==> config.mk <==
export PLATFORM = sky130hd
export DESIGN_NAME = fetch_sequencer_flat
export DESIGN_NICKNAME = d
export VERILOG_FILES = /design/src/rtl/fetch_sequencer_if.sv /design/src/rtl/fetch_sequencer.sv /design/src/flat_wrapper.sv
export SDC_FILE = /design/constraint.sdc
export NUM_CORES = 1
export LEC_CHECK = 0
export CORE_MARGIN = 4
export CORE_UTILIZATION = 30
export CTS_BUF_LIST = sky130_fd_sc_hd__clkbuf_16
export DETAILED_ROUTE_END_ITERATION = 10
export GPL_TIMING_DRIVEN = 0
export PLACE_DENSITY = 0.69
export SETUP_SLACK_MARGIN = 0.4
export SYNTH_ARGS = -nofsm -noshare
export SYNTH_HDL_FRONTEND = slang
export SYNTH_SLANG_ARGS = --single-unit
==> constraint.sdc <==
create_clock -name clk -period 2.5 [get_ports clk]
set_input_delay 0.5 -clock clk [delete_from_list [all_inputs] [get_ports clk]]
set_output_delay 0.5 -clock clk [all_outputs]
set_load 0.01 [all_outputs]
==> src/rtl/fetch_sequencer_if.sv <==
// Fetch-side bundle between the sequencer, PC register, instruction memory and decode.
// FETCH_ALIGN_CHECK_EN adds the misalign_err status signal.
interface fetch_sequencer_if #(
  parameter int PC_W    = 8,
  parameter int INSTR_W = 32
) ();
  logic [PC_W-1:0]    pc;
  logic [PC_W-1:0]    pc_next;
  logic               imem_req;
  logic               imem_ack;
  logic [INSTR_W-1:0] imem_rdata;
  logic [INSTR_W-1:0] instr;
  logic               instr_valid;
  logic               instr_ready;
  logic               redirect;
  logic [PC_W-1:0]    redirect_pc;
  logic               halt;
  logic               halted;
`ifdef FETCH_ALIGN_CHECK_EN
  logic               misalign_err;
`endif

  // The sequencer is the master; PC register, memory and decode form the slave side.
  modport master (
    input  pc, imem_ack, imem_rdata, instr_ready, redirect, redirect_pc, halt,
    output pc_next, imem_req, instr, instr_valid, halted
`ifdef FETCH_ALIGN_CHECK_EN
    , output misalign_err
`endif
  );

  modport slave (
    output pc, imem_ack, imem_rdata, instr_ready, redirect, redirect_pc, halt,
    input  pc_next, imem_req, instr, instr_valid, halted
`ifdef FETCH_ALIGN_CHECK_EN
    , input misalign_err
`endif
  );
endinterface

==> src/rtl/fetch_sequencer.sv <==
// PC-load and instruction-fetch sequencer: imem req/ack on one side, valid/ready to decode.
// Optional FETCH_ALIGN_CHECK_EN: misaligned redirects halt and raise a sticky misalign_err.
module fetch_sequencer #(
  parameter int              PC_W     = 8,
  parameter int              INSTR_W  = 32,
  parameter int              PC_STEP  = 4,
  parameter logic [PC_W-1:0] RESET_PC = '0
) (
  input  logic             clk,
  input  logic             rst,
  fetch_sequencer_if.master bus
);

  typedef enum logic [2:0] {
    S_IDLE,
    S_FETCH,
    S_HOLD,
    S_DRAIN,
    S_HALTED
  } state_t;

  state_t             r_state;
  logic               r_imem_req;
  logic               r_instr_valid;
  logic               r_halted;
  logic [INSTR_W-1:0] r_instr;

  logic               w_redirect;
  logic               w_misalign;
  logic               w_accept;
  logic [PC_W-1:0]    w_redirect_target;
  logic [PC_W-1:0]    w_pc_next;

  assign w_redirect        = bus.redirect && (r_state != S_IDLE);
  assign w_accept          = (r_state == S_HOLD) && bus.instr_ready;
  assign w_redirect_target = {bus.redirect_pc[PC_W-1:2], 2'b00};

`ifdef FETCH_ALIGN_CHECK_EN
  logic r_misalign_err;
  assign w_misalign       = w_redirect && (bus.redirect_pc[1:0] != 2'b00);
  assign bus.misalign_err = r_misalign_err;
`else
  // Low target bits are simply dropped when the alignment check is not built in.
  logic w_unused_align_bits;
  assign w_unused_align_bits = ^bus.redirect_pc[1:0];
  assign w_misalign          = 1'b0;
`endif

  // NOTE: every path through always_comb assigns w_pc_next, starting with a default,
  // so no latch can be inferred when a branch is added later.
  always_comb begin
    w_pc_next = bus.pc;
    if (rst) begin
      w_pc_next = RESET_PC;
    end else if (w_redirect) begin
      w_pc_next = w_misalign ? bus.pc : w_redirect_target;
    end else if (w_accept) begin
      w_pc_next = bus.pc + PC_W'(PC_STEP);
    end
  end

  // NOTE: sequential state uses non-blocking assignments only, so every register
  // samples pre-edge values regardless of statement order.
  always_ff @(posedge clk or posedge rst) begin
    if (rst) begin
      r_state       <= S_IDLE;
      r_imem_req    <= 1'b0;
      r_instr_valid <= 1'b0;
      r_halted      <= 1'b0;
      r_instr       <= '0;
`ifdef FETCH_ALIGN_CHECK_EN
      r_misalign_err <= 1'b0;
`endif
    end else if (r_state == S_IDLE) begin
      r_state    <= S_FETCH;
      r_imem_req <= 1'b1;
    end else if (w_redirect) begin
      // Redirect wins over the handshake and halt; any word held for decode is dropped.
      r_instr_valid <= 1'b0;
      if (w_misalign) begin
        r_state    <= S_HALTED;
        r_imem_req <= 1'b0;
        r_halted   <= 1'b1;
`ifdef FETCH_ALIGN_CHECK_EN
        r_misalign_err <= 1'b1;
`endif
      end else if ((r_state == S_FETCH || r_state == S_DRAIN) && !bus.imem_ack) begin
        // A request is still in flight; its data must be swallowed before refetching.
        r_state    <= S_DRAIN;
        r_imem_req <= 1'b0;
        r_halted   <= 1'b0;
      end else begin
        r_state    <= S_FETCH;
        r_imem_req <= 1'b1;
        r_halted   <= 1'b0;
      end
    end else begin
      case (r_state)
        S_FETCH: begin
          if (bus.imem_ack) begin
            r_instr       <= bus.imem_rdata;
            r_instr_valid <= 1'b1;
            r_imem_req    <= 1'b0;
            r_state       <= S_HOLD;
          end
        end
        S_HOLD: begin
          if (bus.instr_ready) begin
            r_instr_valid <= 1'b0;
            if (bus.halt) begin
              r_state  <= S_HALTED;
              r_halted <= 1'b1;
            end else begin
              r_state    <= S_FETCH;
              r_imem_req <= 1'b1;
            end
          end
        end
        S_DRAIN: begin
          if (bus.imem_ack) begin
            r_state    <= S_FETCH;
            r_imem_req <= 1'b1;
          end
        end
        default: begin
          r_state <= r_state;
        end
      endcase
    end
  end

  assign bus.pc_next     = w_pc_next;
  assign bus.imem_req    = r_imem_req;
  assign bus.instr       = r_instr;
  assign bus.instr_valid = r_instr_valid;
  assign bus.halted      = r_halted;

endmodule

==> src/flat_wrapper.sv <==
// flat-port wrapper written by rule: the top's interface ports become plain ports
module fetch_sequencer_flat 
#(
  parameter int              PC_W     = 8,
  parameter int              INSTR_W  = 32,
  parameter int              PC_STEP  = 4,
  parameter logic [PC_W-1:0] RESET_PC = '0
)
  (clk, rst, bus_pc, bus_imem_ack, bus_imem_rdata, bus_instr_ready, bus_redirect, bus_redirect_pc, bus_halt, bus_pc_next, bus_imem_req, bus_instr, bus_instr_valid, bus_halted);
  fetch_sequencer_if #(.PC_W(PC_W), .INSTR_W(INSTR_W)) bus_i ();
  input  logic clk;
  input  logic rst;
  input wire logic [$bits(bus_i.pc)-1:0] bus_pc;
  input wire logic [$bits(bus_i.imem_ack)-1:0] bus_imem_ack;
  input wire logic [$bits(bus_i.imem_rdata)-1:0] bus_imem_rdata;
  input wire logic [$bits(bus_i.instr_ready)-1:0] bus_instr_ready;
  input wire logic [$bits(bus_i.redirect)-1:0] bus_redirect;
  input wire logic [$bits(bus_i.redirect_pc)-1:0] bus_redirect_pc;
  input wire logic [$bits(bus_i.halt)-1:0] bus_halt;
  output wire logic [$bits(bus_i.pc_next)-1:0] bus_pc_next;
  output wire logic [$bits(bus_i.imem_req)-1:0] bus_imem_req;
  output wire logic [$bits(bus_i.instr)-1:0] bus_instr;
  output wire logic [$bits(bus_i.instr_valid)-1:0] bus_instr_valid;
  output wire logic [$bits(bus_i.halted)-1:0] bus_halted;
  assign bus_i.pc = bus_pc;
  assign bus_i.imem_ack = bus_imem_ack;
  assign bus_i.imem_rdata = bus_imem_rdata;
  assign bus_i.instr_ready = bus_instr_ready;
  assign bus_i.redirect = bus_redirect;
  assign bus_i.redirect_pc = bus_redirect_pc;
  assign bus_i.halt = bus_halt;
  assign bus_pc_next = bus_i.pc_next;
  assign bus_imem_req = bus_i.imem_req;
  assign bus_instr = bus_i.instr;
  assign bus_instr_valid = bus_i.instr_valid;
  assign bus_halted = bus_i.halted;
  fetch_sequencer #(.PC_W(PC_W), .INSTR_W(INSTR_W), .PC_STEP(PC_STEP), .RESET_PC(RESET_PC)) u_core (.clk(clk), .rst(rst), .bus(bus_i));
endmodule
# Yosys cells after proc, flatten, opt, wreduce, memory -nomap -nowiden
# Index checks and enable logic that the tools add are counted.
# classes
n_addsub	1
n_eq_ne	9
n_mux	26
bitwise_logic	2
reduce_logical	17
# op_table
operator	n
$mux 8	3
$mux 3	6
$reduce_and 4->1	4
$mux 1	13
$pmux 3 s3	1
$add 8x3->8 const B	1
$ne 4x2->1 const B	2
$ne 4x3->1 const B	2
$eq 3x2->1 const B	2
$ne 3x2->1 const B	2
$reduce_bool 2->1	3
$reduce_bool 3->1	2
$reduce_and 5->1	1
$reduce_bool 5->1	1
$eq 3x1->1 const B	1
$logic_and 1x1->1	3
$logic_not 3->1	1
$pmux 1 s3	1
$mux 2	1
$not 1->1	2
$pmux 1 s2	1
$logic_not 1->1	1
$logic_or 1x1->1	1
# word_totals
reg_bits	38
output_inout_bits	43
elab_cells	60

# Depth between registers and ports, before layout
# depth
depth_word	6
depth_mapped	7
mapped_depth_nobuf	4

# Worst setup path before layout
# OpenSTA, ideal clock, no wires.
# synth_timing
path_kind	input -> output
from	input rst
to	output bus_pc_next[4]
arrival_ps	1818
required_time_ps	2000
path_slack_ps	182
cell_stages	3
path_buffers	0
path_cell_list	inv_1 -> o21ai_0 -> a21oi_1
# synth_via
elab_chain_len	1
# synth_lines
item	line_no	source
start, declared	flat_wrapper.sv:12	input logic rst;
$mux 8	fetch_sequencer.sv:53	if (rst) begin
end, declared	flat_wrapper.sv:20	output wire logic [$bits(bus_i.pc_next)-1:0] bus_pc_next;
# No other way between the ends.

# Worst setup path after layout
# layout_timing
from	register u_core.r_state[0]
to	output bus_pc_next[5]
# layout_via
elab_chain_len	5
word_cells_on_any_way	7
cone_classes	eq/ne (1); mux (3); reduce/logical (3)
# layout_lines
item	line_no	source
start, declared	fetch_sequencer.sv:22	state_t r_state;
start signal, assigned	fetch_sequencer.sv:126	r_state <= r_state;
$eq 3x2->1	fetch_sequencer.sv:35	assign w_accept = (r_state == S_HOLD) && bus.instr_ready;
$logic_and 1x1->1	fetch_sequencer.sv:35	
$mux 8	fetch_sequencer.sv:57	end else if (w_accept) begin
$mux 8 (*)	fetch_sequencer.sv:55	end else if (w_redirect) begin
$mux 8 (*)	fetch_sequencer.sv:53	
# Mark *: on every way between the ends. The rest lies on a longest branch, timed or not.

==> summary.md <==
| Metric | Value |
|---|---|
| Detailed Routing Iterations Pass 1 | 4 |
| Async set-reset flop share out of synthesis | 1.00 |
| IO Count | 97 |
| Avg Inst Size Synth | 13.9 µm² |
| Xor/xnor share of the synthesized area | 0.0279 |
| Pin count of the biggest net entering global routing | 23 |
| Number of flops mapped to enable cells by yosys | 0 |
| FILL cells | 530 |
| Detail Placement HPWL | 3400 µm |
| Worst Path Arrival | 1920 ps |
| Fin crit share | 0.968 |
| CP Max Fanout | 4 |
| Num CTS Buffers | 5 |
| Adder-cell share of the synthesized area | 0.00664 |
| Relative slew slack | 0.287 |
| Post-Synthesis Cell Area | 1890 µm² |
| Synth top area share | 0.504 |
| Rows | 28 |
| Register clock-pin slew on the reported worst setup and hold paths | 60 ps |
| WS Path Type | flip-flop to output port |
| Combinational power share | 0.446 |
| Fin crit period | 2420 ps |
| Netlist cell types | 34 |
| Vias | 1,520 |
| Sequential power share | 0.345 |
| Number of global-route vias before repair | 1,648 |
| Power per cell area | 890 nW/µm² |
| Area leader, netlist | dfrtp_1 |
| # DRC | 0 |
| Internal reg-to-reg setup slack | 620 ps |
| Clock sinks | 38 |
| Layout cell share with drive strength beyond 1 | 0.320 |
| CTS max path bufs | 2 |
| Nets | 307 |
| Synth Area in Compound Gates | 0.0723 |
| Synth top area cells | dfrtp_1 (50%), mux2_4 (22%), buf_12 (3.2%) |
| Seq/Total Area, Yosys | 0.504 |
| Status | completed |
| Startpoint class of the critical path | flip-flop |
| GRT Util Overall | 0.135 |
| Skew-Pair Late Insertion Delay | 270 ps |
| DRT iter0 DRCs | 33 |
| Post-route design area | 3210 µm² |
| DRT antenna net count | 0 |
| Dominant synthesized flop cell | dfrtp_1 |
| Req. time, crit path | 2000 ps |
| Syn_nets | 191 |
| Remaining global-route overflow | 0 |
| Synthesized flop and latch total | 38 |
| Syn Inst Count | 136 |
| Port bufs | 93 |
| Most frequent cell after synthesis | dfrtp_1 |
| Die X | 87.3 µm |
| Leakage | 1.41 nW |
| Final Core Density | 0.532 |
| Die Area | 7620 µm² |
| CORE AREA | 6030 µm² |
| Vias per cell | 4.63 |
| H-tree level count | 2 |
| Setup-failing EPs final | 0 |
| Root Buffer | clkbuf_16 |
| Clock skew | 3.65 ps |
| Synth top cells by count | dfrtp_1 (38), mux2_4 (28), nor2_1 (8) |
| Maxcap violations | 0 |
| Warnings, synthesis | 0 |
| Net Sw Power | 776 µW |
| ANT cells | 0 |
| Post-Synth Simple-Gate Area | 0.0763 |
| Max VDD drop | 0.503 mV |
| Net Sw Frac | 0.272 |
| Gpl congestion | 0.727 |
| Die Span Y | 87.3 µm |
| RSZ-0062 raised after global routing | yes |
| Starting Density | 0.313 |
| Multiplexer share of the synthesized area | 0.252 |
| FMAX | 413 MHz |
| Int Power | 2.08 mW |
| Largest family of logic cells by synthesized area | multiplexers |
| Crit. End Element | output port |
| Start point of the worst hold path | u_core.bus.instr_valid$_DFFE_PP0P_ |
| Clk pwr share | 0.209 |
| DP Area | 2910 µm² |
| Initial antenna violation count | 0 |
| TritonCTS clock tree | built |
| Hold Vio Cnt, Final | 0 |
| Worst Max-Slew Pin Slew | 1060 ps |
| Hold Crit Class | flip-flop to flip-flop |
| Routed WL | 4960 µm |
| RR Startpoint | u_core.r_state[2]$_DFFE_PP0P_ |
| Syn-to-layout area delta | 70.0% |
| Tot Pwr | 2.85 mW |
| WL/cell | 15.1 µm |
| Max-slew violations | 0 |
| Worst Setup SP | u_core.r_state[0]$_DFFE_PP0P_ |
| Global-route wire length before repair | 8030 µm |
cell type report:
| cell class | count | area, µm² | area share |
|---|---|---|---|
| sequential | 38 | 951 | 0.297 |
| clock buffer | 5 | 125 | 0.0390 |
| timing repair inverter | 2 | 10.0 | 0.00312 |
| timing repair buffer | 107 | 1000 | 0.313 |
| tap | 75 | 93.8 | 0.0293 |
| inverter | 3 | 15.0 | 0.00468 |
| clock inverter | 3 | 16.3 | 0.00507 |
| multi-input combinational | 85 | 861 | 0.269 |
| buffer | 10 | 129 | 0.0402 |
layout by cell type, fill, tap and decap left out, types with 2 or more instances in the layout:
cell             Yosys  final
clkinvlp_2           0      2
buf_12               3      3
buf_2                4      6
clkbuf_16            0      5
buf_6                1      7
clkbuf_2             0      3
mux2_4              28     28
nor2_1               8      8
xor2_1               5      5
a211oi_1             3      2
o21ai_0              6      6
and3_1               3      3
clkinvlp_4           0      2
nand2_1              2      2
dfrtp_1             38     38
clkdlybuf4s50_1      0     83
buf_4                1     13
nor2b_1              2      2
nand4_1              2      2
mux2_2               4      4
a21oi_1              6      6
inv_1                3      2
power by group through the flow:
stage / combinational [mW] / clock [mW] / sequential, mW
global placement: 1.23 / 0 / 0.982
finish: 1.27 / 0.596 / 0.986
floorplan: 0.471 / 0 / 1.10
global route: 1.36 / 0.660 / 1.03
CTS: 1.28 / 0.624 / 0.990
detailed placement: 1.24 / 0 / 0.995
per-stage QoR:
stage	worst slack, ps	instances	hold WS (ps)	setup TNS, ps
CTS	68.1	327	494	0
floorplan	560	136	483	0
global placement	-780	304	466	-5260
detailed placement	-819	304	477	-5590
finish	80.4	328	488	0
global route	-56.2	328	510	-56.2
routing by layer:
layer / wire, µm / vias up / global-route usage
li1: - / 707 / -
met1: 2050 / 746 / 0.169
met2: 2570 / 63 / 0.233
met3: 317 / 4 / 0.0331
met4: 19 / 0 / 0.0293
met5: 0 / - / 0
cells by family (layout without fill, tap and decap cells):
group                      Yosys count  after routing
adders and majority gates            1              1
muxes                               33             33
buffers and inverters               13            130
xor gates and xnor gates             6              6
and+or+nand+nor                     24             24
DFF                                 38             38
AOI/OAI and AO/OA                   21             21
sequential cells by signal, indices dropped and copies added, names as in the netlist:
register	cells
u_core.bus.instr	32
u_core.bus.imem_req	1
u_core.bus.instr_valid	1
u_core.bus.halted	1
u_core.r_state	3
critical path: stages (launching register included):
cell      delay, ps
dfrtp_1         370
buf_6           130
nor4bb_4        270
buf_4           160
buf_6            90
buf_6            80
nand2_1          50
xor2_1          140
a21oi_1         180
buf_2           170
path summary, 6_finish.rpt:
check                                                      to  depth (start not counted)
setup / recovery                               bus_pc_next[5]                          9
setup reg to reg             u_core.bus.instr[20]$_DFFE_PP0P_                          8
max in group asynchronous    u_core.bus.instr[12]$_DFFE_PP0P_                          2
min in group asynchronous     u_core.bus.instr[9]$_DFFE_PP0P_                          3
hold reg to reg            u_core.bus.instr_valid$_DFFE_PP0P_                          1
hold / removal             u_core.bus.instr_valid$_DFFE_PP0P_                          1
repair_timing:
item | CTS | global route
pin swaps | 8 | 6
hold endpoints to repair | 0 | 0
setup buffers | 13 | 1
endpoints found under the setup margin | 8 | 8
gates resized for setup | 38 | 12
hold buffers | 0 | 0
gates cloned | 2 | 0
(Power assumes the default switching activity.)
